## config.mk

```make
export PLATFORM = sky130hd
export DESIGN_NAME = csr_access_ctrl_flat
export DESIGN_NICKNAME = d
export VERILOG_FILES = /design/src/rtl/csr_access_ctrl_if.sv /design/src/rtl/csr_access_ctrl.sv /design/src/flat_wrapper.sv
export SDC_FILE = /design/constraint.sdc
export NUM_CORES = 1
export LEC_CHECK = 0
export CORE_MARGIN = 2
export CORE_UTILIZATION = 51
export DETAILED_ROUTE_END_ITERATION = 7
export GPL_ROUTABILITY_DRIVEN = 0
export PLACE_DENSITY_LB_ADDON = 0.08
export SLEW_MARGIN = 25
export SYNTH_ARGS = -nofsm -noshare
export SYNTH_HDL_FRONTEND = slang
export SYNTH_SLANG_ARGS = --single-unit
```

## constraint.sdc

```tcl
create_clock -name clk_i -period 3.1 [get_ports clk_i]
set_clock_uncertainty 0.1 [all_clocks]
set_input_delay 0.62 -clock clk_i [delete_from_list [all_inputs] [get_ports clk_i]]
set_output_delay 0.62 -clock clk_i [all_outputs]
set_load 0.02 [all_outputs]
```

## src/rtl/csr_access_ctrl_if.sv

```systemverilog
// Bundles the request/response handshake and the CSR-file bus of csr_access_ctrl.
// The controller uses the slave view; the execute stage / CSR file side uses master.
interface csr_access_ctrl_if #(
  parameter int ADDR_W = 12,
  parameter int DATA_W = 32
);
  logic              req_valid_i;
  logic              req_ready_o;
  logic [ADDR_W-1:0] req_addr_i;
  logic [DATA_W-1:0] req_data_i;
  logic [1:0]        req_op_i;
  logic              req_wr_i;

  logic              rsp_valid_o;
  logic              rsp_ready_i;
  logic [DATA_W-1:0] rsp_data_o;
  logic              rsp_illegal_o;

  logic [ADDR_W-1:0] csr_addr_o;
  logic [DATA_W-1:0] csr_rdata_i;
  logic              csr_hit_i;
  logic              csr_we_o;
  logic [DATA_W-1:0] csr_wdata_o;

  modport slave (
    input  req_valid_i, req_addr_i, req_data_i, req_op_i, req_wr_i,
    input  rsp_ready_i, csr_rdata_i, csr_hit_i,
    output req_ready_o, rsp_valid_o, rsp_data_o, rsp_illegal_o,
    output csr_addr_o, csr_we_o, csr_wdata_o
  );

  modport master (
    output req_valid_i, req_addr_i, req_data_i, req_op_i, req_wr_i,
    output rsp_ready_i, csr_rdata_i, csr_hit_i,
    input  req_ready_o, rsp_valid_o, rsp_data_o, rsp_illegal_o,
    input  csr_addr_o, csr_we_o, csr_wdata_o
  );
endinterface

```

## src/rtl/csr_access_ctrl.sv

```systemverilog
// Sequences one CSR instruction at a time: read old value, check legality,
// optionally write the read-modify-write result, then return the old value.
module csr_access_ctrl #(
  parameter int ADDR_W = 12,
  parameter int DATA_W = 32
) (
  input  logic               clk_i,
  input  logic               rst_i,
  csr_access_ctrl_if.slave   bus,
  output logic               busy_o
);

  typedef enum logic [1:0] {
    IDLE  = 2'd0,
    READ  = 2'd1,
    WRITE = 2'd2,
    RESP  = 2'd3
  } state_e;

  state_e            state_q, state_d;
  logic [ADDR_W-1:0] addr_q, addr_d;
  logic [DATA_W-1:0] data_q, data_d;
  logic [1:0]        op_q, op_d;
  logic              wr_q, wr_d;
  logic [DATA_W-1:0] old_q, old_d;
  logic              illegal_q, illegal_d;
  logic              req_ready_q, req_ready_d;
  logic              rsp_valid_q, rsp_valid_d;
  logic [DATA_W-1:0] rsp_data_q, rsp_data_d;
  logic              we_q, we_d;
  logic [DATA_W-1:0] wdata_q, wdata_d;
  logic              busy_q, busy_d;

  logic              read_illegal;
  logic [DATA_W-1:0] rmw_value;

  // Outputs are registered one state ahead, so the write value is built from
  // the live read data while still in READ.
  always_comb begin
    read_illegal = !bus.csr_hit_i | (op_q == 2'b11) |
                   (wr_q & (addr_q[ADDR_W-1 -: 2] == 2'b11));

    unique case (op_q)
      2'b01:   rmw_value = bus.csr_rdata_i | data_q;
      2'b10:   rmw_value = bus.csr_rdata_i & ~data_q;
      default: rmw_value = data_q;
    endcase

    state_d     = state_q;
    addr_d      = addr_q;
    data_d      = data_q;
    op_d        = op_q;
    wr_d        = wr_q;
    old_d       = old_q;
    illegal_d   = illegal_q;
    req_ready_d = req_ready_q;
    rsp_valid_d = rsp_valid_q;
    rsp_data_d  = rsp_data_q;
    busy_d      = busy_q;
    we_d        = 1'b0;
    wdata_d     = '0;

    unique case (state_q)
      IDLE: begin
        if (bus.req_valid_i) begin
          addr_d      = bus.req_addr_i;
          data_d      = bus.req_data_i;
          op_d        = bus.req_op_i;
          wr_d        = bus.req_wr_i;
          req_ready_d = 1'b0;
          busy_d      = 1'b1;
          state_d     = READ;
        end
      end
      READ: begin
        old_d     = bus.csr_rdata_i;
        illegal_d = read_illegal;
        if (read_illegal || !wr_q) begin
          rsp_valid_d = 1'b1;
          rsp_data_d  = read_illegal ? '0 : bus.csr_rdata_i;
          state_d     = RESP;
        end else begin
          we_d    = 1'b1;
          wdata_d = rmw_value;
          state_d = WRITE;
        end
      end
      WRITE: begin
        rsp_valid_d = 1'b1;
        rsp_data_d  = old_q;
        state_d     = RESP;
      end
      RESP: begin
        if (bus.rsp_ready_i) begin
          rsp_valid_d = 1'b0;
          rsp_data_d  = '0;
          illegal_d   = 1'b0;
          req_ready_d = 1'b1;
          busy_d      = 1'b0;
          state_d     = IDLE;
        end
      end
      default: state_d = IDLE;
    endcase
  end

  always_ff @(posedge clk_i) begin
    if (rst_i) begin
      state_q     <= IDLE;
      addr_q      <= '0;
      data_q      <= '0;
      op_q        <= '0;
      wr_q        <= 1'b0;
      old_q       <= '0;
      illegal_q   <= 1'b0;
      req_ready_q <= 1'b1;
      rsp_valid_q <= 1'b0;
      rsp_data_q  <= '0;
      we_q        <= 1'b0;
      wdata_q     <= '0;
      busy_q      <= 1'b0;
    end else begin
      state_q     <= state_d;
      addr_q      <= addr_d;
      data_q      <= data_d;
      op_q        <= op_d;
      wr_q        <= wr_d;
      old_q       <= old_d;
      illegal_q   <= illegal_d;
      req_ready_q <= req_ready_d;
      rsp_valid_q <= rsp_valid_d;
      rsp_data_q  <= rsp_data_d;
      we_q        <= we_d;
      wdata_q     <= wdata_d;
      busy_q      <= busy_d;
    end
  end

  assign bus.req_ready_o   = req_ready_q;
  assign bus.rsp_valid_o   = rsp_valid_q;
  assign bus.rsp_data_o    = rsp_data_q;
  assign bus.rsp_illegal_o = illegal_q;
  assign bus.csr_addr_o    = addr_q;
  assign bus.csr_we_o      = we_q;
  assign bus.csr_wdata_o   = wdata_q;
  assign busy_o            = busy_q;

endmodule

```

## src/flat_wrapper.sv

```systemverilog
// flat-port wrapper written by rule: the top's interface ports become plain ports
module csr_access_ctrl_flat 
#(
  parameter int ADDR_W = 12,
  parameter int DATA_W = 32
)
  (clk_i, rst_i, busy_o, bus_req_valid_i, bus_req_addr_i, bus_req_data_i, bus_req_op_i, bus_req_wr_i, bus_rsp_ready_i, bus_csr_rdata_i, bus_csr_hit_i, bus_req_ready_o, bus_rsp_valid_o, bus_rsp_data_o, bus_rsp_illegal_o, bus_csr_addr_o, bus_csr_we_o, bus_csr_wdata_o);
  csr_access_ctrl_if #(.ADDR_W(ADDR_W), .DATA_W(DATA_W)) bus_i ();
  input  logic clk_i;
  input  logic rst_i;
  output logic busy_o;
  input wire logic [$bits(bus_i.req_valid_i)-1:0] bus_req_valid_i;
  input wire logic [$bits(bus_i.req_addr_i)-1:0] bus_req_addr_i;
  input wire logic [$bits(bus_i.req_data_i)-1:0] bus_req_data_i;
  input wire logic [$bits(bus_i.req_op_i)-1:0] bus_req_op_i;
  input wire logic [$bits(bus_i.req_wr_i)-1:0] bus_req_wr_i;
  input wire logic [$bits(bus_i.rsp_ready_i)-1:0] bus_rsp_ready_i;
  input wire logic [$bits(bus_i.csr_rdata_i)-1:0] bus_csr_rdata_i;
  input wire logic [$bits(bus_i.csr_hit_i)-1:0] bus_csr_hit_i;
  output wire logic [$bits(bus_i.req_ready_o)-1:0] bus_req_ready_o;
  output wire logic [$bits(bus_i.rsp_valid_o)-1:0] bus_rsp_valid_o;
  output wire logic [$bits(bus_i.rsp_data_o)-1:0] bus_rsp_data_o;
  output wire logic [$bits(bus_i.rsp_illegal_o)-1:0] bus_rsp_illegal_o;
  output wire logic [$bits(bus_i.csr_addr_o)-1:0] bus_csr_addr_o;
  output wire logic [$bits(bus_i.csr_we_o)-1:0] bus_csr_we_o;
  output wire logic [$bits(bus_i.csr_wdata_o)-1:0] bus_csr_wdata_o;
  assign bus_i.req_valid_i = bus_req_valid_i;
  assign bus_i.req_addr_i = bus_req_addr_i;
  assign bus_i.req_data_i = bus_req_data_i;
  assign bus_i.req_op_i = bus_req_op_i;
  assign bus_i.req_wr_i = bus_req_wr_i;
  assign bus_i.rsp_ready_i = bus_rsp_ready_i;
  assign bus_i.csr_rdata_i = bus_csr_rdata_i;
  assign bus_i.csr_hit_i = bus_csr_hit_i;
  assign bus_req_ready_o = bus_i.req_ready_o;
  assign bus_rsp_valid_o = bus_i.rsp_valid_o;
  assign bus_rsp_data_o = bus_i.rsp_data_o;
  assign bus_rsp_illegal_o = bus_i.rsp_illegal_o;
  assign bus_csr_addr_o = bus_i.csr_addr_o;
  assign bus_csr_we_o = bus_i.csr_we_o;
  assign bus_csr_wdata_o = bus_i.csr_wdata_o;
  csr_access_ctrl #(.ADDR_W(ADDR_W), .DATA_W(DATA_W)) u_core (.clk_i(clk_i), .rst_i(rst_i), .bus(bus_i), .busy_o(busy_o));
endmodule
```

==> results.py, run 1 <==
metrics = {
    "worst_setup_path": {
        "endpoint_kind": "register",
        "critical_path_class": "register to register",
        "cp_top_family": "adder cells",
        "critical_path_buf_inv_count": 2,
        "critical-path-slowest-cell": "ha_2",
        "cp_max_fo": 44,
        "path_cells": "inv_1 > ha_2 > nor3_1 > a311oi_4 > buf_4 > nor2_1 > a211oi_1",
        "cp_data_required_time_ns": 3.32,
        "crit_path_max_incr_delay_ns": 0.60,
        "worstPathArrival_ns": 2.81,
        "critPathLaunchType": "register",
    },
    "routing": {
        "firstDrtPassIters": 5,
        "wire_per_inst_um": 17.10,
        "drt-total-wl_um": 16240,
        "drc": 0,
        "drtIter0Drc": 332,
        "vias": 5234,
        "vias_per_cell": 5.509,
        "ant_nets": 0,
    },
    "place": {
        "place_ws_ns": 0.5247,
        "dpl_cell_area_um2": 7610,
        "dp_hpwl_um": 10780,
        "io_buffers": 164,
        "place_inst": 918,
    },
    "clock_tree": {
        "cts_resized": 0,
        "cts_setup_buffers": 0,
        "cts_buffer_depth": 2,
        "clk_pin_slew_ns": 0.06,
        "cts_tree": "built",
        "cts_sinks": 150,
        "cts_root_buf": "clkbuf_16",
        "cts_max_level": 4,
        "clk_latency_ns": 0.42,
        "numCtsBuffers": 17,
        "postCtsHoldBufs": 0,
    },
    "sta": {
        "min_period_ns": 2.587,
        "fin_crit_sh_pct": 83.45,
        "layout_setup_ws_ns": 0.5131,
        "hold_slack_ns": 0.3541,
        "tns_ns": 0,
        "slew_viol_final": 0,
        "hold_viol": 0,
        "rsz0062_at_grt": "false",
        "fmax_mhz": 386.6,
        "worst_pin_slew_ns": 0.6956,
        "final-setup-viol-count": 0,
        "max_slew_margin_pct": 53.63,
    },
    "global_route": {
        "grt_max_degree": 118,
        "antenna_found_initial": 0,
        "overflow": 0,
        "track_usage_pct": 26.65,
        "grt_first_pass_wirelength_um": 26250,
        "first_global_vias": 5270,
    },
    "logic_synthesis": {
        "synth_area_leader_cell": "dfxtp_1",
        "synthMostInstantiatedCell": "dfxtp_1",
        "synth_seq_area_share_pct": 51.35,
        "netlist_area_um2": 5848,
        "syn_area_per_cell_um2": 8.983,
        "ys_seq_elements": 150,
        "yosys_warnings": 0,
        "syn-instance-count": 651,
        "async_flop_share_pct": 0,
        "synth_edf_count": 0,
        "synthDistinctLibCells": 30,
        "synth_fp_nets": 743,
        "synthFlopType": "dfxtp_1",
        "yosysTopAreaCellShare_pct": 51.35,
        "synthTopCellsByArea": "dfxtp_1 (51%), a211oi_1 (7.1%), a21oi_1 (7.0%), nand2_1 (6.4%), mux2i_1 (5.6%)",
        "synth.top_cells.by_count": "dfxtp_1 (150), nand2_1 (100), a21oi_1 (82)",
    },
    "floorplan": {
        "initial_core_util_pct": 51.66,
        "die_w_um": 111.1,
        "core_area_um2": 11320,
        "rows": 39,
        "die_area_um2": 12340,
        "fp.dieH_um": 111.1,
        "top_level_ports": 165,
    },
    "layout": {
        "layout.nets": 886,
        "n_antenna_cell": 0,
        "final_layout_size_suffix_gt1_share_pct": 7.559,
        "area_growth_pct": 40.54,
        "nFillCells": 905,
        "stdcell_area_um2": 8219,
        "layout.cells.non_filler": 950,
    },
    "hold_path": {
        "hp-class": "register to register",
    },
    "power_and_ir_drop": {
        "ir_drop_mv": 0.5397,
        "power_leakage_nw": 2.983,
        "powerDensity_nw_per_um2": 909.0,
    },
    "run": {
        "maxCapViolations": 0,
    },
    "status": {
        "outcome": "finished clean",
    },
}
worst min-delay path, cell delays in order (launching register included):
cell and delay, ns:
dfxtp_1 0.31, nand2_1 0.05, a21oi_1 0.05
layout make-up:
type | count | area, µm² | area share (%)
inverter | 6 | 22.52 | 0.2740
sequential | 150 | 3003 | 36.54
tap | 143 | 178.9 | 2.177
clock inverter | 10 | 125.1 | 1.522
multi-input combinational | 441 | 2611 | 31.77
clock buffer | 22 | 484.2 | 5.891
timing repair buffer | 178 | 1794 | 21.83
kinds of logic (layout without fill, tap and decap cells):
kind of cell               Yosys count  count (layout)  synth area share [%]
and+or+nand+nor                    215             215                 15.77
AOI/OAI and AO/OA                  185             185                 21.18
DFF                                150             150                 51.35
buffers and inverters               60             216                 4.343
muxes                               33              33                 5.648
adders and majority gates            8               8                 1.712
worst paths after layout:
kind | startpoint | end | slack [ns] | depth (start not counted)
worst max-delay path | u_core.state_q[1]$_SDFFE_PP0P_ | u_core.bus.rsp_data_o[1]$_SDFFE_PP0P_ | 0.51 | 7
worst min register to register | u_core.bus.csr_addr_o[3]$_SDFFE_PP0P_ | u_core.bus.csr_addr_o[3]$_SDFFE_PP0P_ | 0.35 | 2
worst max register to register | u_core.state_q[1]$_SDFFE_PP0P_ | u_core.bus.rsp_data_o[1]$_SDFFE_PP0P_ | 0.51 | 7
worst min-delay path | u_core.bus.csr_addr_o[3]$_SDFFE_PP0P_ | u_core.bus.csr_addr_o[3]$_SDFFE_PP0P_ | 0.35 | 2
state kept, by name, summed over array words and instances (netlist names):
signal / count
u_core.bus.req_ready_o: 1
u_core.bus.rsp_illegal_o: 1
u_core.old_q: 32
u_core.data_q: 32
u_core.state_q: 2
u_core.bus.rsp_valid_o: 1
u_core.bus.csr_addr_o: 12
u_core.busy_o: 1
u_core.bus.csr_wdata_o: 32
u_core.bus.rsp_data_o: 32
u_core.bus.csr_we_o: 1
u_core.wr_q: 1
u_core.op_q: 2
through the flow:
step | power [mW] | utilization, %
after CTS | 7.512 | 72.60
after floorplan | 4.438 | -
after detailed placement | 5.389 | 67.22
after global placement | 5.267 | 67.22
final | 7.472 | 72.60
after global routing | 7.892 | 72.60
cell usage in the layout (no fill, tap or decap), types with 7 or more instances in the layout:
cell               n
nand2_1           99
a211oi_1          55
buf_4             11
clkbuf_16         17
clkdlybuf4s50_1  163
ha_1               7
nand2b_1          33
clkinv_2           7
a211oi_2          10
dfxtp_1          150
a22oi_1           32
mux2i_1           33
a21oi_1           82
nor2_1            70
power by group:
group | switching, mW | leakage, nW | total (mW) | internal, mW
combinational | 1.68 | 1.45 | 2.85 | 1.17
clock | 0.748 | 0.309 | 2.09 | 1.34
sequential | 0.224 | 1.23 | 2.53 | 2.31
layer usage:
metal	vias to the layer above	part of all wire (%)	global-route usage [%]
met3	19	7.2	8.365
li1	2546	-	-
met5	-	0	0
met1	2504	41	32.20
met2	165	50	45.28
met4	0	1.3	8.807
Power figures use the tool's default switching activity.
==> inputs of run 2 (changes only) <==
- CORE_UTILIZATION: 51 -> 48
- clock period: 3.1 -> 2.6 ns (I/O delays scaled with it)
==> run 2 against run 1 <==
  * Final cell count up 1.1%
  * Largest cell class unchanged
  * Register-to-register slack worse by 0.10 ns
  * Non-clock buffer count up 6
  * Combinational power up 19%
  * Sequential cell count unchanged
  * Die area up 6.0%
  * Sequential share of layout area down 0.38 points
==> results.py, run 2 (synthesis gave the netlist of run 1 again) <==
metrics = {
    "global_route": {
        "track_usage_pct": 24.78,
        "grt_max_degree": 87,
        "grt_busiest_layer": "met2",
        "grt_first_pass_wirelength_um": 25470,
        "first_global_vias": 5064,
        "grt_use_met2_pct": 40.71,
        "overflow": 0,
        "use_met1_pct": 30.83,
        "antenna_found_initial": 0,
        "gr-usage-met3_pct": 7.253,
    },
    "routing": {
        "drtIter0Drc": 327,
        "drc": 0,
        "firstDrtPassIters": 5,
        "wire_per_inst_um": 16.28,
        "drt-total-wl_um": 15630,
        "vias": 5209,
        "vias_per_cell": 5.426,
        "ant_nets": 0,
    },
    "floorplan": {
        "rows": 40,
        "fp.dieH_um": 114.4,
        "initial_core_util_pct": 48.89,
        "die_area_um2": 13080,
        "top_level_ports": 165,
        "core_area_um2": 11960,
        "die_w_um": 114.4,
    },
    "hold_path": {
        "hp-class": "register to register",
    },
    "clock_tree": {
        "clk_latency_ns": 0.42,
        "postCtsHoldBufs": 0,
        "cts_buffer_depth": 2,
        "cts_max_level": 4,
        "cts_resized": 0,
        "cts_setup_buffers": 0,
        "numCtsBuffers": 17,
        "cts_root_buf": "clkbuf_16",
        "cts_sinks": 150,
        "cts_tree": "built",
        "clk_pin_slew_ns": 0.06,
    },
    "place": {
        "place_inst": 928,
        "dp_hpwl_um": 10980,
        "dpl_cell_area_um2": 7660,
        "io_buffers": 164,
    },
    "sta": {
        "fmax_mhz": 456.5,
        "rsz0062_at_grt": "false",
        "slew_viol_final": 0,
        "tns_ns": 0,
        "final-setup-viol-count": 0,
        "min_period_ns": 2.191,
        "hold_viol": 0,
        "hold_slack_ns": 0.3564,
        "worst_pin_slew_ns": 0.6399,
        "max_slew_margin_pct": 57.34,
        "fin_crit_sh_pct": 84.25,
    },
    "layout": {
        "layout.cells.non_filler": 960,
        "final_common_cell": "clkdlybuf4s50_1",
        "stdcell_area_um2": 8305,
        "n_antenna_cell": 0,
        "layout.nets": 892,
        "area_growth_pct": 42.02,
        "final_cell_mix": "clkdlybuf4s50_1 (163), dfxtp_1 (150), nand2_1 (99), a21oi_1 (82), nor2_1 (70)",
        "nFillCells": 994,
        "final_layout_size_suffix_gt1_share_pct": 8.364,
    },
    "power_and_ir_drop": {
        "powerDensity_nw_per_um2": 1090,
        "power_leakage_nw": 3.011,
        "ir_drop_mv": 0.5452,
    },
    "worst_setup_path": {
        "cp_max_fo": 26,
        "worstPathArrival_ns": 2.41,
        "endpoint_kind": "register",
        "cp_data_required_time_ns": 2.82,
        "critPathLaunchType": "register",
        "critical_path_class": "register to register",
    },
    "run": {
        "maxCapViolations": 0,
    },
    "status": {
        "outcome": "finished clean",
    },
}
-- run 2: metrics by stage --
| stage | power [mW] | utilization (%) | setup slack, ns |
|---|---|---|---|
| detailed placement | 6.456 | 64.04 | 0.1944 |
| floorplan | 5.292 | - | 0.7728 |
| finish | 9.055 | 69.44 | 0.4094 |
| CTS | 9.105 | 69.44 | 0.4136 |
| global placement | 6.316 | 64.04 | 0.3142 |
| global route | 9.612 | 69.44 | 0.2588 |
-- run 2: critical path, stage by stage, from the launching register on --
cell	delay, ns
dfxtp_1	0.33
inv_1	0.15
ha_1	0.20
buf_4	0.20
nor3_1	0.09
a311oi_4	0.34
buf_4	0.33
nor2_1	0.08
a211oi_1	0.25
-- run 2: final cells by class --
class                           instances  area [µm²]  area share [%]
Clock inverter                         14       206.4           2.486
Multi-Input combinational cell        441        2611           31.44
Timing Repair Buffer                  184        1839           22.15
Inverter                                6       22.52          0.2712
Clock buffer                           18       439.2           5.288
Tap cell                              147       183.9           2.215
Sequential cell                       150        3003           36.16
-- run 2: layer usage --
metal,up-vias,share of wire (%),wire length [µm]
met2,165,48,7578
met5,-,0,0
met3,27,6.2,968
met4,0,2.0,319
li1,2551,-,-
met1,2466,43,6767
-- run 2: path summary, 6_finish.rpt --
kind | startpoint | to | slack [ns] | depth (start not counted)
worst min register to register | u_core.bus.csr_addr_o[0]$_SDFFE_PP0P_ | u_core.bus.csr_addr_o[0]$_SDFFE_PP0P_ | 0.36 | 2
worst min-delay path | u_core.bus.csr_addr_o[0]$_SDFFE_PP0P_ | u_core.bus.csr_addr_o[0]$_SDFFE_PP0P_ | 0.36 | 2
worst max register to register | u_core.state_q[0]$_SDFFE_PP0P_ | u_core.bus.rsp_data_o[12]$_SDFFE_PP0P_ | 0.41 | 8
worst max-delay path | u_core.state_q[0]$_SDFFE_PP0P_ | u_core.bus.rsp_data_o[12]$_SDFFE_PP0P_ | 0.41 | 8
-- run 2: where the power goes --
group | switching, mW | leakage (nW) | internal, mW
Combinational | 1.95 | 1.47 | 1.44
Clock | 0.928 | 0.311 | 1.72
Sequential | 0.268 | 1.23 | 2.75
Total | 3.15 | 3.01 | 5.91
==> inputs of run 3 (changes only) <==
- CORE_UTILIZATION: 48 -> 43
- clock period: 2.6 -> 1.8 ns (I/O delays scaled with it)
==> run 3 against run 2 <==
  * Die area rose by 11%
  * Final cell count rose by 5.4%
  * Combinational power rose by 83%
  * Via count rose by 3.0%
  * Hold slack got worse by 0.0051 ns
==> results.py, run 3 (synthesis gave the netlist of run 1 again) <==
metrics = {
    "worst_setup_path": {
        "cp_data_required_time_ns": 2.04,
        "r2r_start": "u_core.state_q[1]$_SDFFE_PP0P_",
        "endpoint_kind": "register",
        "cp_max_fo": 6,
        "critical_path_class": "register to register",
        "worstPathArrival_ns": 1.99,
        "critical-path-slowest-cell": "dfxtp_4",
        "critPathLaunchType": "register",
        "regToRegEndpoint": "u_core.bus.rsp_data_o[31]$_SDFFE_PP0P_",
        "crit_path_max_incr_delay_ns": 0.37,
        "cp_top_family": "compound AO/OA/AOI/OAI gates",
        "rrSetupSlack_ns": 0.04,
        "critical_path_buf_inv_count": 3,
        "path_cells": "inv_4 > ha_4 > nor3_4 > a311oi_4 > buf_6 > clkbuf_16 > nor2_1 > a211oi_2",
        "reg2reg_depth": 8,
        "startpoint": "u_core.state_q[1]$_SDFFE_PP0P_",
    },
    "global_route": {
        "antenna_found_initial": 0,
        "track_usage_pct": 22.82,
        "grt_max_degree": 118,
        "first_global_vias": 5106,
        "overflow": 0,
        "grt_first_pass_wirelength_um": 25880,
    },
    "floorplan": {
        "die_area_um2": 14550,
        "core_area_um2": 13240,
        "initial_core_util_pct": 44.16,
        "top_level_ports": 165,
        "die_w_um": 120.6,
        "fp.dieH_um": 120.6,
        "rows": 42,
    },
    "sta": {
        "hold_slack_ns": 0.3513,
        "slew_viol_final": 0,
        "fmax_mhz": 569.8,
        "hold_viol": 0,
        "min_period_ns": 1.755,
        "rsz0062_at_grt": "true",
        "max_slew_margin_pct": 62.73,
        "fin_crit_sh_pct": 97.51,
        "worst_pin_slew_ns": 0.5591,
        "final-setup-viol-count": 0,
    },
    "layout": {
        "final_layout_size_suffix_gt1_share_pct": 14.11,
        "n_antenna_cell": 0,
        "nFillCells": 1083,
        "area_growth_pct": 50.24,
        "layout.cells.non_filler": 1012,
        "final_cell_mix": "dfxtp_1 (146), nand2_1 (99), a21oi_1 (82), clkdlybuf4s50_1 (82), dlygate4sd2_1 (73)",
        "layout.nets": 915,
        "final_common_cell": "dfxtp_1",
    },
    "hold_path": {
        "hp-class": "register to register",
        "holdPathEnd": "u_core.bus.csr_addr_o[4]$_SDFFE_PP0P_",
        "worstHoldPathCells": 2,
        "hold_path_startpoint": "u_core.bus.csr_addr_o[4]$_SDFFE_PP0P_",
    },
    "routing": {
        "drc": 0,
        "firstDrtPassIters": 5,
        "vias_per_cell": 5.302,
        "vias": 5366,
        "wire_per_inst_um": 16.78,
        "drtIter0Drc": 377,
        "drt-total-wl_um": 16980,
        "ant_nets": 0,
    },
    "clock_tree": {
        "cts_root_buf": "clkbuf_16",
        "cts_buffer_depth": 2,
        "cts_sinks": 150,
        "clk_latency_ns": 0.42,
        "numCtsBuffers": 17,
        "postCtsHoldBufs": 0,
        "cts_max_level": 4,
        "cts_tree": "built",
        "clk_pin_slew_ns": 0.06,
    },
    "place": {
        "place_inst": 971,
        "dp_hpwl_um": 11000,
        "io_buffers": 164,
    },
    "status": {
        "outcome": "finished clean",
    },
    "run": {
        "maxCapViolations": 0,
    },
    "power_and_ir_drop": {
        "ir_drop_mv": 0.9111,
        "power_leakage_nw": 3.666,
        "powerDensity_nw_per_um2": 1653,
    },
}
## run 3: changes by cell type in the layout (fill, tap and decap cells not counted), moves of 5 or more
cell | before | now
dlymetal6s2s_1 | 0 | 8
dlygate4sd2_1 | 0 | 73
a211oi_2 | 10 | 19
buf_12 | 4 | 9
a211oi_1 | 55 | 46
buf_4 | 17 | 28
clkdlybuf4s50_1 | 163 | 82
nor2_1 | 70 | 64
## run 3: through the flow
step           cell area, µm²  total power [mW]  utilization [%]  worst slack [ns]  TNS, ns
6_report                 8786             14.53            66.35           0.04487        0
5_1_grt                  8786             15.29            66.35          -0.05115  -0.4872
4_1_cts                  8592             13.92            64.88         0.0003139        0
3_5_place_dp             7856             9.569            59.33           -0.3532   -16.15
3_3_place_gp             7856             9.385            59.33           -0.2823   -14.17
2_1_floorplan            5849             7.646                -           0.03608        0
## run 3: tightest hold or removal path, delay by kind of cell, from the launching register on
| family | cells | cell delay (ns) |
|---|---|---|
| AOI/OAI and AO/OA | 1 | 0.05 |
| DFF | 1 | 0.30 |
| and+or+nand+nor | 1 | 0.05 |
## run 3: worst max path at each step
| stage | cells after the start | slack, ns | end |
|---|---|---|---|
| floorplan | 9 | 0.04 | u_core.bus.rsp_data_o[1]$_SDFFE_PP0P_ |
| global placement | 6 | -0.28 | u_core.bus.rsp_data_o[13]$_SDFFE_PP0P_ |
| detailed placement | 6 | -0.35 | u_core.bus.rsp_data_o[26]$_SDFFE_PP0P_ |
| CTS | 1 | 0.0003 | bus_csr_wdata_o[1] |
| global route | 7 | -0.05 | u_core.bus.rsp_data_o[31]$_SDFFE_PP0P_ |
| finish | 8 | 0.04 | u_core.bus.rsp_data_o[31]$_SDFFE_PP0P_ |
## run 3: where the power goes
group / leakage (nW) / switching, mW / internal, mW / total [mW]
combinational: 2.12 / 3.35 / 2.85 / 6.20
sequential: 1.23 / 0.421 / 3.99 / 4.41
clock: 0.318 / 1.34 / 2.57 / 3.91
total: 3.67 / 5.11 / 9.41 / 14.5
## run 3: routing by layer
layer | part of all wire [%] | vias to the layer above | GRT usage [%]
li1 | - | 2606 | -
met1 | 45 | 2554 | 29.72
met2 | 47 | 180 | 37.04
met3 | 6.1 | 26 | 4.858
met4 | 1.9 | 0 | 8.866
met5 | 0 | - | 0
## run 3: layout make-up
cell class | instances | area (µm²) | share of cell area, %
timing repair buffer | 207 | 2107 | 23.98
tap | 176 | 220.2 | 2.506
sequential | 150 | 3013 | 34.29
clock inverter | 8 | 168.9 | 1.923
inverter | 6 | 25.02 | 0.2848
clock buffer | 24 | 481.7 | 5.483
multi-input combinational | 441 | 2770 | 31.53
## run 3: timing repair
item / 4_1_cts / 5_1_grt
gates cloned: 2 / 4
buffers inserted: 3 / 0
hold endpoints to repair: 0 / 0
endpoints found under the setup margin: 108 / 42
pin swaps: 4 / 1
gates resized for setup: 98 / 29
